--- src/rtl/gated_reg_bank.sv ---
// Multi-channel register bank with one latch-based clock gate per channel.
// Each channel adds auto-sleep, a wake handshake and a saturating gated-cycle counter.
module gated_reg_bank #(
  parameter int WIDTH       = 8,
  parameter int NCH         = 2,
  parameter int IDLE_CYCLES = 4,
  parameter int CNT_W       = 8,
  localparam int SEL_W      = (NCH > 1) ? $clog2(NCH) : 1
) (
  input  logic                   CLK,
  input  logic                   RST,
  input  logic [NCH-1:0]         EN,
  input  logic [NCH*WIDTH-1:0]   D_IN,
  output logic [NCH*WIDTH-1:0]   D_OUT,
  output logic [NCH-1:0]         RDY,
  output logic [NCH-1:0]         SLEEP,
  input  logic [SEL_W-1:0]       CNT_SEL,
  input  logic                   CNT_CLR,
  output logic [CNT_W-1:0]       CNT_OUT
);

  localparam int IW        = (IDLE_CYCLES > 0) ? $clog2(IDLE_CYCLES + 1) : 1;
  localparam int IDLE_LAST = (IDLE_CYCLES > 0) ? IDLE_CYCLES - 1 : 0;

  typedef enum logic [1:0] {
    ST_AWAKE = 2'd0,
    ST_SLEEP = 2'd1,
    ST_WAKE  = 2'd2
  } state_t;

  logic [CNT_W-1:0] cnt_vec [NCH];

  for (genvar gi = 0; gi < NCH; gi++) begin : g_ch
    state_t           state_q, state_d;
    logic [IW-1:0]    idle_q, idle_d;
    logic [CNT_W-1:0] cnt_q, cnt_d;
    logic [WIDTH-1:0] data_q;
    logic             cap;
    logic             gate_en_q;
    logic             gclk;

    assign cap = EN[gi] & (state_q == ST_AWAKE);

    always_comb begin
      state_d = state_q;
      idle_d  = idle_q;
      case (state_q)
        ST_AWAKE: begin
          if (EN[gi]) begin
            idle_d = '0;
          end else if (IDLE_CYCLES > 0) begin
            if (idle_q == IW'(IDLE_LAST)) begin
              state_d = ST_SLEEP;
              idle_d  = '0;
            end else begin
              idle_d = idle_q + 1'b1;
            end
          end
        end
        ST_SLEEP: begin
          if (EN[gi]) state_d = ST_WAKE;
        end
        ST_WAKE: begin
          state_d = ST_AWAKE;
          idle_d  = '0;
        end
        default: begin
          state_d = ST_AWAKE;
          idle_d  = '0;
        end
      endcase
    end

    // Clear beats increment; saturate instead of wrapping.
    always_comb begin
      cnt_d = cnt_q;
      if (CNT_CLR) begin
        cnt_d = '0;
      end else if (!cap && (cnt_q != {CNT_W{1'b1}})) begin
        cnt_d = cnt_q + 1'b1;
      end
    end

    always_ff @(posedge CLK) begin
      if (RST) begin
        state_q <= ST_AWAKE;
        idle_q  <= '0;
        cnt_q   <= '0;
      end else begin
        state_q <= state_d;
        idle_q  <= idle_d;
        cnt_q   <= cnt_d;
      end
    end

    // Enable latch is transparent while CLK is low, so gclk cannot glitch.
    always_latch begin
      if (!CLK) gate_en_q <= cap | RST;
    end

    assign gclk = CLK & gate_en_q;

    always_ff @(posedge gclk) begin
      if (RST) data_q <= '0;
      else     data_q <= D_IN[gi*WIDTH +: WIDTH];
    end

    assign D_OUT[gi*WIDTH +: WIDTH] = data_q;
    assign RDY[gi]                  = (state_q == ST_AWAKE);
    assign SLEEP[gi]                = (state_q == ST_SLEEP);
    assign cnt_vec[gi]              = cnt_q;
  end

  // Unmatched select values fall through to zero.
  always_comb begin
    CNT_OUT = '0;
    for (int i = 0; i < NCH; i++) begin
      if (CNT_SEL == SEL_W'(i)) CNT_OUT = cnt_vec[i];
    end
  end

endmodule

--- config.mk ---
export PLATFORM = sky130hd
export DESIGN_NAME = gated_reg_bank
export DESIGN_NICKNAME = d
export VERILOG_FILES = /design/src/rtl/gated_reg_bank.sv
export SDC_FILE = /design/constraint.sdc
export NUM_CORES = 1
export LEC_CHECK = 0
export ABC_CLOCK_PERIOD_IN_PS = 1400
export CORE_UTILIZATION = 31
export DETAILED_ROUTE_END_ITERATION = 10
export GPL_ROUTABILITY_DRIVEN = 0
export PLACE_DENSITY = 0.58
export REMOVE_ABC_BUFFERS = 1
export SETUP_SLACK_MARGIN = 0.02
export SYNTH_ARGS = -nofsm -noshare
export SYNTH_HDL_FRONTEND = slang
export SYNTH_SLANG_ARGS = --single-unit
--- constraint.sdc ---
create_clock -name CLK -period 1.4 [get_ports CLK]
set_input_delay 0.28 -clock CLK [delete_from_list [all_inputs] [get_ports CLK]]
set_output_delay 0.28 -clock CLK [all_outputs]
set_load 0.03 [all_outputs]
==> results.yml <==
run_status:
  status: "complete, but fails checks"
  violations: "setup timing"
cells_and_area:
  nets: 321
  antenna_cells: 0
  stdcell_area_um2: 3150
  layout_commonest_cell: "buf_4"
  fill_cells: 485
  drive_above_1_share_pct: 51.2
  syn_to_final_growth_pct: 74.7
  final_cell_mix: "buf_4 (38), buf_6 (28), dfxtp_1 (24)"
synth:
  synth_top_area_share_pct: 46.7
  synth.avg_cell_area_um2: 9.63
  synth-seq-cells: 44
  yosysTopAreaCell: "dfxtp_1"
  yosys_warnings: 0
  synth_cells: 187
  ys_top_cells_by_area: "dfxtp_1 (47%), nor2b_1 (7.3%), mux2_2 (5.0%)"
  yosysUniqueCellTypes: 41
  syn-cell-area_um2: 1800
die:
  coreArea_um2: 5540
  die_area_um2: 6120
  rows: 27
  start_util_pct: 32.5
  ioPinCount: 50
  die_w_um: 78.2
  die_h_um: 78.2
sta:
  setup_tns_ns: -1.65
  max_slew_margin_pct: 78.6
  slew_viol_final: 0
  tightest_slew_ns: 0.321
  rsz0062_at_grt: "true"
  final-hold-violation-count: 0
  min_period_over_period_pct: 113
  final-setup-viol-count: 15
  layout_setup_ws_ns: -0.186
  fmax_ghz: 0.631
  fin_skew_ns: 0.00852
  finalCriticalPeriod_ns: 1.59
clocking:
  worst_skew_pair.late_latency_ns: 0.49
  cts_tree: "built"
  cts.reportedPaths.clkPinSlew_ns: 0.10
routing:
  drc: 0
  wire_per_inst_um: 13.3
  vias: 1759
  first_iter_violations: 112
  wirelength_um: 4880
  viasPerCell: 4.79
  ant_nets: 0
  drt-pass1-iter-count: 4
worst_setup_path:
  crit_fanout: 3
  worstPathArrival_ns: 1.31
  cp-end-kind: "output port"
  critPathRequiredTime_ns: 1.12
  worst-setup-path-type: "flip-flop to output port"
  startpoint_type: "flip-flop"
global_routing:
  first_global_vias: 1644
  grt-ovfl-total: 0
  grt_pass1_wl_um: 7490
  grt.total_usage_pct: 16.2
  antenna_found_initial: 0
  grt_max_degree: 17
power_and_ir_drop:
  p_per_area_nw_per_um2: 900
  peakVddDrop_v: 0.000469
  p_leak_nw: 1.40
min_path:
  hp-class: "primary input to flip-flop"
place:
  dp_hpwl_um: 3060
  port_buffers: 49
  placed_cell_area_um2: 2590
flow_run:
  max_cap_violations: 0
[stage by stage]
stage	setup slack [ns]	hold WS, ns	util [%]	cells	power [mW]
final	-0.186	0.252	56.8	367	2.83
after global routing	-0.231	0.244	56.8	367	2.97
after CTS	-0.160	0.238	53.3	361	2.87
after detailed placement	-0.683	0.227	46.7	334	1.58
after global placement	-0.678	0.226	46.7	334	1.58
after floorplan	-0.0479	0.226	-	179	1.41
[routing by layer]
layer	share of wire [%]	wire (µm)	up-vias	GRT usage [%]
met1	45	2200	809	19.2
met3	8.2	398	10	5.47
met4	1.2	60	0	10.9
met2	46	2230	67	24.7
met5	0	0	-	0
li1	-	-	873	-
[power by group]
group	internal, mW	switching (mW)	total [mW]
Combinational	0.157	0.147	0.304
Sequential	1.16	0.0174	1.18
Clock	0.873	0.474	1.35
[cells by family (layout without fill, tap and decap cells)]
family / Yosys count / count (layout) / share of synthesized area (%)
simple gates: 95 / 95 / 29.7
flops: 42 / 42 / 46.7
compound gates: 22 / 22 / 9.17
mux: 10 / 10 / 6.12
buf+inv: 9 / 117 / 2.36
fa+ha+maj: 4 / 4 / 2.78
xor+xnor: 3 / 3 / 1.46
latches: 2 / 2 / 1.67
[layout make-up]
type                    count  area (µm²)  share of cell area [%]
multi-input cells         134        1060                    33.6
flip-flops and latches     44         903                    28.7
repair buffers            100         882                    28.0
clock buffers              16         210                    6.68
well taps                  72        90.1                    2.86
inverters                   1        3.75                   0.119
[path summary, 6_finish.rpt]
| path | startpoint | end | slack, ns | cells after the start |
|---|---|---|---|---|
| worst min-delay path | D_IN[11] | g_ch[1].data_q[3] | 0.25 | 2 |
| worst max register to register | g_ch[0].state_q[1] | g_ch[0].cnt_q[5] | -0.03 | 5 |
| max in group gated | g_ch[0].gate_en_q | clock gate | -0.16 | 1 |
| min in group gated | g_ch[1].gate_en_q | clock gate | 0.55 | 0 |
| worst max-delay path | g_ch[0].state_q[1] | SLEEP[0] | -0.19 | 3 |
| worst min register to register | g_ch[1].idle_q[2] | g_ch[1].idle_q[2] | 0.45 | 1 |
[state kept, by name, indices dropped and copies added (netlist names)]
register        count
g_ch.state_q        4
g_ch.idle_q         6
g_ch.data_q        16
g_ch.gate_en_q      2
g_ch.cnt_q         16
[cells in the mapped netlist]
| master | instances |
|---|---|
| a211oi_1 | 3 |
| a21oi_1 | 5 |
| a22oi_1 | 1 |
| a31o_2 | 1 |
| a31oi_1 | 2 |
| a41o_1 | 1 |
| and2_1 | 2 |
| and2b_2 | 2 |
| and3_1 | 4 |
| and4_1 | 3 |
| buf_1 | 1 |
| buf_2 | 1 |
| buf_4 | 2 |
| clkbuf_1 | 4 |
| dfxtp_1 | 42 |
| dlxtn_1 | 2 |
| ha_1 | 4 |
| inv_1 | 1 |
| mux2_2 | 8 |
| mux2i_1 | 2 |
| nand2_1 | 10 |
| nand3_1 | 6 |
| nand4_1 | 1 |
| nor2_1 | 21 |
| nor2b_1 | 21 |
| nor3_1 | 10 |
| nor3b_2 | 2 |
| nor4_1 | 5 |
| nor4b_1 | 2 |
| o211a_1 | 2 |
| o211ai_1 | 1 |
| o211ai_2 | 1 |
| o21ai_0 | 3 |
| o21bai_2 | 1 |
| o31ai_2 | 1 |
| or2_2 | 3 |
| or3_1 | 1 |
| or4_1 | 1 |
| or4b_4 | 1 |
| xnor2_1 | 1 |
| xor2_1 | 2 |
[critical path: stages, from the launching register on]
cell	delay [ns]
dfxtp_2	0.35
buf_6	0.11
and2b_2	0.22
buf_6	0.14
[timing repair]
action	CTS	global route
buffers inserted	11	6
gates resized for setup	183	39
endpoints found under the setup margin	42	34
hold buffers	0	0
pin swaps	6	15
Note: power is estimated with default switching activity, not from simulation.
